[src/rtl/switch_conditioner.sv]
// Purpose : synchronise + debounce two board switches; switch 1 -> press-to-toggle
//           run/pause level, switch 2 -> clean clear level.
// Latency : a clean input step reaches the stable level (and o_Run/o_Press_1/o_Clear)
//           on the (DEBOUNCE_LIMIT+2)-th rising edge after the step.
// Backpressure: none; outputs are levels/pulses, always valid.
// Ports   : i_Clk, i_Rst_L (async active-low), i_Switch_1/2 raw switches (1 = pressed),
//           o_Run run/pause level, o_Clear debounced clear level,
//           o_Press_1 one-cycle pulse per accepted switch-1 press.
// Option  : define CLEAR_PAUSES_EN to force o_Run low (and suppress presses) while
//           the debounced clear level is high.
module switch_conditioner #(
    parameter  int DEBOUNCE_LIMIT = 250000,
    localparam int CNT_WIDTH      = $clog2(DEBOUNCE_LIMIT)
) (
    input  logic i_Clk,
    input  logic i_Rst_L,
    input  logic i_Switch_1,
    input  logic i_Switch_2,
    output logic o_Run,
    output logic o_Clear,
    output logic o_Press_1
);

    localparam logic [CNT_WIDTH-1:0] CNT_MAX = CNT_WIDTH'(DEBOUNCE_LIMIT - 1);
    localparam logic [CNT_WIDTH-1:0] CNT_ONE = CNT_WIDTH'(1);

    // Index 0 = switch 1 (run/pause), index 1 = switch 2 (clear).
    logic [1:0]           sync1_q;
    logic [1:0]           sync2_q;
    logic [1:0]           stable_q;
    logic [1:0]           stable_d;
    logic [CNT_WIDTH-1:0] cnt_q [2];
    logic [CNT_WIDTH-1:0] cnt_d [2];
    logic                 run_q;
    logic                 run_d;
    logic                 press_q;
    logic                 press_d;
    logic                 press_acc;

    always_comb begin
        stable_d = stable_q;
        for (int i = 0; i < 2; i++) begin
            if (sync2_q[i] == stable_q[i]) begin
                // Any return to the accepted level wipes partial progress.
                cnt_d[i] = '0;
            end else if (cnt_q[i] == CNT_MAX) begin
                stable_d[i] = sync2_q[i];
                cnt_d[i]    = '0;
            end else begin
                cnt_d[i] = cnt_q[i] + CNT_ONE;
            end
        end

        // A press is the accepted 0->1 transition of switch 1; it is applied on the
        // same edge the stable level updates so the counter sees both together.
        press_acc = stable_d[0] & ~stable_q[0];

`ifdef CLEAR_PAUSES_EN
        if (stable_q[1]) begin
            run_d   = 1'b0;
            press_d = 1'b0;
        end else begin
            run_d   = run_q ^ press_acc;
            press_d = press_acc;
        end
`else
        run_d   = run_q ^ press_acc;
        press_d = press_acc;
`endif
    end

    always_ff @(posedge i_Clk or negedge i_Rst_L) begin
        if (!i_Rst_L) begin
            sync1_q  <= '0;
            sync2_q  <= '0;
            stable_q <= '0;
            cnt_q[0] <= '0;
            cnt_q[1] <= '0;
            run_q    <= 1'b0;
            press_q  <= 1'b0;
        end else begin
            sync1_q  <= {i_Switch_2, i_Switch_1};
            sync2_q  <= sync1_q;
            stable_q <= stable_d;
            cnt_q[0] <= cnt_d[0];
            cnt_q[1] <= cnt_d[1];
            run_q    <= run_d;
            press_q  <= press_d;
        end
    end

    assign o_Run     = run_q;
    assign o_Clear   = stable_q[1];
    assign o_Press_1 = press_q;

endmodule
[config.mk]
export PLATFORM = sky130hd
export DESIGN_NAME = switch_conditioner
export DESIGN_NICKNAME = d
export VERILOG_FILES = /design/src/rtl/switch_conditioner.sv
export SDC_FILE = /design/constraint.sdc
export NUM_CORES = 1
export LEC_CHECK = 0
export CAP_MARGIN = 20
export CORE_UTILIZATION = 58
export CTS_CLUSTER_SIZE = 12
export DETAILED_ROUTE_END_ITERATION = 8
export GPL_ROUTABILITY_DRIVEN = 0
export PLACE_DENSITY = 0.76
export SYNTH_ARGS = -nofsm -noshare
export SYNTH_HDL_FRONTEND = slang
export SYNTH_SLANG_ARGS = --single-unit
[constraint.sdc]
create_clock -name i_Clk -period 5.25 [get_ports i_Clk]
set_input_delay 0.7875 -clock i_Clk [delete_from_list [all_inputs] [get_ports i_Clk]]
set_output_delay 0.7875 -clock i_Clk [all_outputs]
set_load 0.02 [all_outputs]
==> results of run 1 <==
==> worst paths after layout <==
kind                       slack [ns]                     from                 endpoint
max reg2reg                      3.15       cnt_q[8]$_DFF_PN0_       cnt_q[2]$_DFF_PN0_
min reg2reg                      0.37     sync1_q[1]$_DFF_PN0_     sync2_q[1]$_DFF_PN0_
max                              3.08  stable_q[1]$_DFFE_PN0P_                  o_Clear
min                              0.37     sync1_q[1]$_DFF_PN0_     sync2_q[1]$_DFF_PN0_
min in group asynchronous        0.56                  i_Rst_L  stable_q[1]$_DFFE_PN0P_
max in group asynchronous        4.12                  i_Rst_L      cnt_q[24]$_DFF_PN0_
==> state kept, by name, summed over array words and instances, names as in the netlist <==
name,count
sync2_q,2
o_Run,1
o_Press_1,1
cnt_q,36
stable_q,2
sync1_q,2
==> cells in the final DEF, fill, tap and decap left out, drive strengths merged, types with 2 or more instances in the layout <==
| master | Yosys | routed |
|---|---|---|
| buf | 2 | 2 |
| ha | 2 | 2 |
| clkdlybuf4s50 | 0 | 5 |
| a21oi | 2 | 2 |
| dfrtp | 44 | 44 |
| nor4 | 14 | 14 |
| nand3 | 12 | 12 |
| xor2 | 7 | 7 |
| inv | 9 | 10 |
| clkbuf | 0 | 5 |
| xnor2 | 24 | 24 |
| mux2 | 2 | 2 |
| nand4 | 12 | 12 |
| o21ai | 4 | 4 |
| nor3 | 9 | 9 |
| mux2i | 2 | 2 |
| or3 | 2 | 2 |
| and3 | 3 | 3 |
| nor2 | 39 | 39 |
| nand2 | 7 | 7 |
==> cell usage after synthesis (2+ instances only) <==
cell type,count
nor2_1,39
mux2i_1,2
ha_1,2
nand3_1,10
nand2_1,7
nor3_1,9
inv_1,9
o21ai_0,3
xnor2_1,24
xor2_1,7
nor4_1,12
or3_1,2
and3_1,2
dfrtp_1,44
nand4_1,11
mux2_2,2
==> cell type report <==
cell class                 instances  share of cell area
clock inverter                     3              0.0203
tap                               46              0.0252
clock buffer                       5              0.0164
timing repair buffer               7              0.0274
inverter                           9              0.0148
multi-input combinational        146               0.414
sequential                        44               0.482
==> cell families after synthesis <==
| family | count (synthesis) | share of synthesized area |
|---|---|---|
| buf+inv | 11 | 0.0238 |
| compound gates | 8 | 0.0334 |
| simple gates | 101 | 0.256 |
| fa+ha+maj | 2 | 0.0119 |
| mux | 4 | 0.0203 |
| xor+xnor | 31 | 0.129 |
| flops | 44 | 0.525 |
==> stage by stage <==
| stage | utilization | setup slack, ns | hold slack [ns] | instances | total power, mW |
|---|---|---|---|---|---|
| 2_1_floorplan | - | 3.57 | 0.331 | 201 | 0.367 |
| 3_3_place_gp | 0.647 | 3.20 | 0.333 | 251 | 0.376 |
| 3_5_place_dp | 0.647 | 3.04 | 0.347 | 251 | 0.377 |
| 4_1_cts | 0.672 | 3.03 | 0.379 | 259 | 0.592 |
| 5_1_grt | 0.674 | 2.96 | 0.382 | 260 | 0.609 |
| 6_report | 0.674 | 3.08 | 0.371 | 260 | 0.583 |
==> power by group through the flow <==
| stage | sequential (mW) | clock (mW) | combinational (mW) |
|---|---|---|---|
| after global placement | 0.355 | 0 | 0.0209 |
| final | 0.349 | 0.212 | 0.0217 |
| after global routing | 0.350 | 0.233 | 0.0258 |
| after floorplan | 0.355 | 0 | 0.0121 |
| after CTS | 0.349 | 0.221 | 0.0219 |
| after detailed placement | 0.356 | 0 | 0.0217 |
==> per-layer routing <==
metal	up-vias	routed length (um)	GRT usage
li1	724	-	-
met2	31	1930	0.390
met4	0	51	0.0756
met3	4	128	0.0588
met5	-	0	0
met1	724	1490	0.235
==> results_dict.tcl, run 1 <==
set metrics [dict create \
    status "complete, no violations" \
    post_cts_buffers 0 \
    cts-root-buf "clkbuf_4" \
    cts_resized 0 \
    cp_max_fo 3 \
    path_delay_family "buffers and inverters" \
    synth_cells 201 \
    fillerInstances 250 \
    vias_per_cell 5.70 \
    seq_area_frac_synth 0.525 \
    grt_max_degree 45 \
    pwr-share-comb 0.037 \
    antenna_found_initial 0 \
    crit_cells 1 \
    max_stage_delay_ns 0.61 \
    skew_ns 0.0111 \
    htreeDepth 2 \
    coreArea_sq_mm 0.00339 \
    swShare 0.224 \
    p_sw_uw 130 \
    yosysTopAreaCellShare 0.525 \
    setup_tns_ns 0 \
    timing.fmax_mhz 462 \
    diodes 0 \
    peakVddDrop_mv 0.163 \
    p_int_uw 453 \
    min_path_type "reg2reg" \
    grt_pass1_wl_um 6540 \
    grt_util_all_layers 0.213 \
    reg2reg_depth 4 \
    finalHoldViolCount 0 \
    tightestPinTransition_ns 0.940 \
    multi_input_area_sq_um 947 \
    crit_slowest_cell "clkdlybuf4s50_1" \
    io_pins 7 \
    ys_warn_count 0 \
    fin_crit_sh 0.413 \
    cts_tree "yes" \
    yosys-top-cells-area "dfrtp_1 (52%), xnor2_1 (10%), nor2_1 (7.0%)" \
    grt_overflow 0 \
    p_leak_nw 0.921 \
    syn_area_sq_mm 0.00210 \
    cts.reportedPaths.clkPinSlew_ns 0.14 \
    dr.pass1.iters 6 \
    seqPwrFrac 0.598 \
    power.density_mw_per_mm2 255 \
    path_buf_inv 1 \
    drc 0 \
    yosysTopAreaCell "dfrtp_1" \
    drive_above_1_share 0.103 \
    fin_nets 219 \
    syn_nets 207 \
    end_kind "primary output" \
    drtIter0Drc 109 \
    die_w_um 62.1 \
    die_y_um 62.1 \
    maxSlewHeadroom 0.371 \
    wl_um 3600 \
    layout_min_cycle_time_ns 2.17 \
    synthFlopType "dfrtp_1" \
    port-buffer-count 6 \
    hold_path_depth 0 \
    start_util 0.619 \
    max_cap_viol_count 0 \
    num_rows 21 \
    area_delta_synth_final_pct 8.94 \
    drv_slew 0 \
    async_reset_ff_frac 1.00 \
    criticalPathCategory "reg2out" \
    clkLatencyLatePin_ns 0.35 \
    cp.arrival_ns 1.38 \
    cts_buffers 5 \
    crit_chain "clkdlybuf4s50_1" \
    syn_avg_cell_area_sq_um 10.4 \
    rsz0062_at_grt "no" \
    clock_power_share 0.364 \
    start_kind "register" \
    final_area_sq_mm 0.00229 \
    dieArea_sq_mm 0.00386 \
    antenna_left 0 \
    cp.required_ns 4.46 \
    dp_hpwl_um 2520 \
    holdBufCountCts 0 \
    clockBufferDepth 2 \
    vias 1483 \
    finalSetupViolations 0 \
    synth_enable_flop_cells 0 \
    grt_pass1_vias 1517 \
    synthDistinctLibCells 32 \
    wl_per_cell_um 13.9 \
    dpl_cell_area_sq_mm 0.00219 \
    synth-seq-cells 44 \
    clkSinkCount 44 \
    ff_latch_area_sq_mm 0.00110 \
]
(Power assumes the default switching activity.)
==> run 2: changes to the inputs <==
clock period = 2.1 ns   (was 5.25 ns; I/O delays follow)
==> results_dict.tcl, run 2 (synthesis results as in run 1) <==
set metrics [dict create \
    criticalPathCategory "reg2reg" \
    p_leak_nw 0.934 \
    grt_max_degree 22 \
    tightestPinTransition_ns 0.563 \
    diodes 0 \
    dp_slack_ns 0.323 \
    grt_overflow 0 \
    timing.final.ws_setup_ns 0.303 \
    power.density_mw_per_mm2 567 \
    die_w_um 62.1 \
    vias 1490 \
    cts_resized 0 \
    grt_util_all_layers 0.229 \
    finalHoldViolCount 0 \
    finalSetupViolations 0 \
    fin_nets 225 \
    num_rows 21 \
    grt_pass1_vias 1560 \
    timing.fmax_mhz 556 \
    cp.arrival_ns 2.05 \
    peakVddDrop_mv 0.397 \
    post_cts_buffers 0 \
    htreeDepth 2 \
    port-buffer-count 6 \
    min_path_type "reg2reg" \
    layout_min_cycle_time_ns 1.80 \
    rsz0062_at_grt "no" \
    regMostFlops "cnt_q" \
    grt_pass1_wl_um 6840 \
    antenna_left 0 \
    maxSlewHeadroom 0.622 \
    area_delta_synth_final_pct 9.42 \
    cts.reportedPaths.clkPinSlew_ns 0.12 \
    clkSinkCount 44 \
    drc 0 \
    power_mw 1.30 \
    hold_path_depth 0 \
    cts_buffers 5 \
    cts-root-buf "clkbuf_4" \
    vias_per_cell 5.62 \
    wl_per_cell_um 14.4 \
    start_kind "register" \
    die_y_um 62.1 \
    antenna_found_initial 0 \
    start_util 0.619 \
    final_cell_mix "dfrtp_1 (44), nor2_1 (39), xnor2_1 (24), nor4_1 (12), nand4_1 (11)" \
    end_kind "register" \
    setup_tns_ns 0 \
    reg2reg_depth 5 \
    coreArea_sq_mm 0.00339 \
    wl_um 3820 \
    drive_above_1_share 0.114 \
    dr.pass1.iters 4 \
    largest_reg_flops 36 \
    dieArea_sq_mm 0.00386 \
    cp.required_ns 2.35 \
    status "complete, no violations" \
    fin_crit_sh 0.856 \
    cts_tree "yes" \
    drv_slew 0 \
    cp_max_fo 6 \
    instances_no_fill 265 \
    drtIter0Drc 86 \
    clockBufferDepth 2 \
    clkLatencyLatePin_ns 0.35 \
    skew_ns 0.0112 \
    io_pins 7 \
    final_common_cell "dfrtp_1" \
    dp_hpwl_um 2860 \
    max_cap_viol_count 0 \
    placed_cells 257 \
]
==> run 2: cell types whose count changed in the layout (fill, tap and decap cells not counted), sizes merged <==
cell	previous run	this run
bufinv	1	0
clkinv	0	1
inv	10	9
dlygate4sd3	0	1
clkbuf	5	6
clkinvlp	1	0
buf	2	7
==> run 2: worst paths after layout <==
kind	start	to	slack, ns
worst max-delay path	cnt_q[0]$_DFF_PN0_	cnt_q[16]$_DFF_PN0_	0.30
worst min-delay path	sync1_q[1]$_DFF_PN0_	sync2_q[1]$_DFF_PN0_	0.35
worst max register to register	cnt_q[0]$_DFF_PN0_	cnt_q[16]$_DFF_PN0_	0.30
worst min register to register	sync1_q[1]$_DFF_PN0_	sync2_q[1]$_DFF_PN0_	0.35
max in group asynchronous	i_Rst_L	o_Run$_DFF_PN0_	1.12
min in group asynchronous	i_Rst_L	cnt_q[8]$_DFF_PN0_	0.43
==> run 2: area by class of cell <==
class	instances	area (sq um)
Sequential cell	44	1100
Fill cell	255	1090
Multi-Input combinational cell	146	947
Timing Repair Buffer	13	110
Tap cell	46	57.6
Clock buffer	6	41.3
Inverter	9	33.8
Clock inverter	1	5.00
==> run 2: critical path, cell delays in order, from the launching register on <==
cell and delay (ns):
dfrtp_1 0.41, ha_1 0.24, nand3_2 0.18, nor4_1 0.57
a31o_2 0.24, a21oi_1 0.06
==> run 2: timing repair <==
item                                    in CTS  in global routing
hold buffers                                 1                  0
endpoints found under the setup margin       0                  0
endpoints found under the hold margin       19                  0
==> run 2: where the power goes <==
part	internal, mW	switching [mW]
sequential	0.860	0.0125
clock	0.124	0.244
combinational	0.0232	0.0383
total	1.01	0.295
==> run 2: routing by layer <==
| layer | vias to the layer above | routed length, um | track usage |
|---|---|---|---|
| met1 | 729 | 1580 | 0.260 |
| met2 | 22 | 2040 | 0.408 |
| li1 | 730 | - | - |
| met5 | - | 0 | 0 |
| met4 | 0 | 86 | 0.108 |
| met3 | 9 | 111 | 0.0496 |
==> run 2: per-stage QoR <==
stage / cell area [sq um] / util / hold slack, ns
after CTS: 2300 / 0.677 / 0.350
after global routing: 2300 / 0.677 / 0.351
after detailed placement: 2240 / 0.661 / 0.292
final: 2300 / 0.677 / 0.347
after global placement: 2240 / 0.661 / 0.282
after floorplan: 2100 / - / 0.0194
==> run 3: changes to the inputs <==
CORE_UTILIZATION = 50   (was 58)
PLACE_DENSITY = 0.77   (was 0.76)
==> results_dict.tcl, run 3 (synthesis results as in run 1) <==
set metrics [dict create \
    path_delay_family "simple AND/OR/NAND/NOR gates" \
    crit_chain "ha_1, nand3_2, nor4_1, a31o_2, a21oi_1" \
    vias 1493 \
    clockBufferDepth 2 \
    wl_per_cell_um 14.2 \
    io_pins 7 \
    drc 0 \
    setup_tns_ns 0 \
    fin_nets 223 \
    end_kind "register" \
    grt_max_degree 45 \
    wl_um 3790 \
    dieArea_sq_mm 0.00446 \
    layout_min_cycle_time_ns 1.81 \
    finalHoldViolCount 0 \
    fin_crit_sh 0.863 \
    cp.required_ns 2.29 \
    dp_hpwl_um 2630 \
    timing.fmax_mhz 552 \
    antenna_found_initial 0 \
    grt_pass1_wl_um 6470 \
    grt_util_all_layers 0.195 \
    status "complete, no violations" \
    drive_above_1_share 0.111 \
    fillerInstances 345 \
    start_kind "register" \
    clkLatencyLatePin_ns 0.30 \
    p_leak_nw 0.938 \
    dr.pass1.iters 4 \
    reg2reg_slack_ns 0.29 \
    min_path_type "in2async" \
    rsz0062_at_grt "no" \
    largest_reg_flops 36 \
    num_rows 23 \
    antenna_left 0 \
    cp_max_fo 6 \
    dpl_cell_area_sq_mm 0.00224 \
    reg2reg_depth 5 \
    cts.reportedPaths.clkPinSlew_ns 0.08 \
    crit_slowest_cell "nor4_1" \
    diodes 0 \
    placed_cells 260 \
    criticalPathCategory "reg2reg" \
    holdBufCountCts 0 \
    cts-root-buf "clkbuf_8" \
    cts_buffers 5 \
    max_stage_delay_ns 0.57 \
    max_cap_viol_count 0 \
    drv_slew 0 \
    power_mw 1.43 \
    multi_input_area_sq_um 947 \
    skew_ns 0.00960 \
    maxSlewHeadroom 0.624 \
    coreArea_sq_mm 0.00403 \
    area_delta_synth_final_pct 10.3 \
    power.density_mw_per_mm2 617 \
    cts_tree "yes" \
    r2r-end "cnt_q[16]$_DFF_PN0_" \
    clkSinkCount 44 \
    port-buffer-count 6 \
    path_buf_inv 0 \
    ff_latch_area_sq_mm 0.00110 \
    tightestPinTransition_ns 0.559 \
    final_cell_mix "dfrtp_1 (44), nor2_1 (39), xnor2_1 (24), nor4_1 (12), nand4_1 (11)" \
    vias_per_cell 5.59 \
    final_area_sq_mm 0.00231 \
    instances_no_fill 267 \
    post_cts_buffers 0 \
    regMostFlops "cnt_q" \
    cts_resized 0 \
    start_util 0.521 \
    grt_overflow 0 \
    peakVddDrop_mv 0.364 \
    die_w_um 66.8 \
    cp.arrival_ns 2.00 \
    timing.rr.start "cnt_q[0]$_DFF_PN0_" \
    die_y_um 66.8 \
    finalSetupViolations 0 \
    crit_cells 5 \
    grt_pass1_vias 1465 \
    final_common_cell "dfrtp_1" \
    htreeDepth 2 \
    drtIter0Drc 84 \
]
[run 3: routing by layer]
layer / track usage / wire, um
met1: 0.244 / 1730
met4: 0.0745 / 72
met5: 0 / 0
met2: 0.327 / 1880
met3: 0.0411 / 112
[run 3: worst max path at each step]
stage	startpoint	slack [ns]	end
floorplan	cnt_q[18]$_DFF_PN0_	0.42	cnt_q[26]$_DFF_PN0_
global placement	cnt_q[8]$_DFF_PN0_	0.44	stable_q[1]$_DFFE_PN0P_
detailed placement	cnt_q[0]$_DFF_PN0_	0.34	cnt_q[16]$_DFF_PN0_
CTS	cnt_q[0]$_DFF_PN0_	0.30	cnt_q[16]$_DFF_PN0_
global route	cnt_q[0]$_DFF_PN0_	0.10	cnt_q[16]$_DFF_PN0_
finish	cnt_q[0]$_DFF_PN0_	0.29	cnt_q[16]$_DFF_PN0_
[run 3: layout make-up]
cell class	instances	share of cell area
well taps	50	0.0270
inverters	9	0.0146
clock buffers	6	0.0314
clock inverters	1	0.00216
repair buffers	11	0.0400
multi-input cells	146	0.409
flip-flops and latches	44	0.476
[run 3: metrics by stage]
step                      hold WS (ns)  utilization  setup slack [ns]
after floorplan                 0.0194            -             0.423
after global placement           0.333        0.555             0.440
after detailed placement         0.337        0.555             0.344
after CTS                        0.104        0.575             0.296
after global routing             0.139        0.575             0.102
final                           0.0799        0.575             0.289
[run 3: power by group]
group	total [mW]	switching, mW	leakage, nW	internal (mW)
combinational	0.0611	0.0401	0.297	0.0210
clock	0.494	0.268	0.0410	0.226
sequential	0.872	0.0124	0.601	0.860
total	1.43	0.321	0.938	1.11
==> RTL change: new RTL, config.mk and constraints of run 1 <==
The output `o_Press_1` loses its register stage (`press_q` becomes a continuous assignment).
--- a/src/rtl/switch_conditioner.sv
+++ b/src/rtl/switch_conditioner.sv
@@ -79,3 +79,2 @@
             run_q    <= 1'b0;
-            press_q  <= 1'b0;
         end else begin
@@ -87,5 +86,6 @@
             run_q    <= run_d;
-            press_q  <= press_d;
         end
     end
+
+    assign press_q = press_d;
 
Function: same outputs for any inputs over 10 cycles, from zero or initial values and one cycle with i_Rst_L low; that may be too few to reach the edited logic, so the function may still have changed.
==> RTL change against run 1 <==
  * Wire length is 2.9% higher
  * Cell area is 0.99% lower
  * Setup slack worse by 1.0 ns
  * Synthesized area is 1.2% lower
  * Sequential cell count is 1 lower
  * Power is 1.0% lower
==> RTL change: results (changes against run 1) <==
- Routed wl met2: 1.983 mm (was 1.930 mm)
- GR Util met1: 0.2689 (was 0.2346)
- Detailed Route Iter0 Violations: 86 (was 109)
- Worst Hold End: sync2_q[0]$_DFF_PN0_ (was sync2_q[1]$_DFF_PN0_)
- Most instantiated cells after synthesis: dfrtp_1 (43), nor2_1 (39), xnor2_1 (24) (was dfrtp_1 (44), nor2_1 (39), xnor2_1 (24))
- Nets: 218 (was 219)
- Clock transition at the registers of the reported paths: 0.12 ns (was 0.14 ns)
- Delay of the slowest critical-path stage: 0.68 ns (was 0.61 ns)
- DR pass1 iterations: 4 (was 6)
- WL met1: 1.553 mm (was 1.490 mm)
- Synth top area cells: dfrtp_1 (52%), xnor2_1 (10%), nor2_1 (7.1%), nor4_1 (3.6%), nand4_1 (3.3%) (was dfrtp_1 (52%), xnor2_1 (10%), nor2_1 (7.0%), nor4_1 (3.6%), nand4_1 (3.3%))
- FILL cells: 253 (was 250)
- Share of cells above drive strength 1: 0.1033 (was 0.1028)
- Synth Area in XOR/XNOR: 0.1310 (was 0.1294)
- Final wirelength: 3.706 mm (was 3.601 mm)
- Clock Skew: 0.009914 ns (was 0.01106 ns)
- First-pass GRT wire length: 6.396 mm (was 6.541 mm)
- Outcome: finished, final reports clean (unchanged)
- Via-per-instance ratio: 5.799 (was 5.704)
- Dpl cells: 250 (was 251)
- Syn nets: 206 (was 207)
- Worst setup path startpoint: cnt_q[18]$_DFF_PN0_ (was stable_q[1]$_DFFE_PN0P_)
- Hold_ws: 0.3690 ns (was 0.3709 ns)
- Max transition margin: 0.3635 (was 0.3710)
- P_leak: 0.9130 nW (was 0.9206 nW)
- Via count: 1502 (was 1483)
- Synth Area in Adders: 0.01207 (was 0.01193)
- Metal3 WL: 112 µm (was 128 µm)
- Mux share of post-synthesis cell area: 0.02052 (was 0.02027)
- Worst Setup EP: o_Press_1 (was o_Clear)
- R2R Setup Slk: 3.19 ns (was 3.15 ns)
- Clock power frac: 0.371 (was 0.364)
- Cells after synthesis: 200 (was 201)
- Design Power: 0.5773 mW (was 0.5832 mW)
- GR Util met3: 0.06625 (was 0.05882)
- Worst vdd ir: 0.0002355 V (was 0.0001629 V)
- Post-DP HPWL: 2.586 mm (was 2.523 mm)
- Pint: 0.4558 mW (was 0.4527 mW)
## RTL change: cell count changes after synthesis, sizes merged
cell / run 1 / this run
dfrtp: 44 / 43
## RTL change: worst max-delay path, delay by kind of cell, from the launching register on
family | cells | cell delay [ns]
buf+inv | 1 | 0.68
flops | 1 | 0.43
simple gates | 3 | 0.72
fa+ha+maj | 1 | 0.21
## RTL change: per-stage QoR
stage	utilization	cell area (µm²)	worst slack, ns
2_1_floorplan	-	2073	3.046
4_1_cts	0.6656	2256	2.066
3_5_place_dp	0.6401	2170	2.514
3_3_place_gp	0.6401	2170	2.576
5_1_grt	0.6678	2263	1.889
6_report	0.6678	2263	2.080
## RTL change: final cells by class
class	instances	share of cell area
Clock inverter	2	0.01548
Sequential cell	43	0.4754
Clock buffer	6	0.02266
Tap cell	46	0.02543
Inverter	9	0.01493
Timing Repair Buffer	7	0.02764
Multi-Input combinational cell	146	0.4185
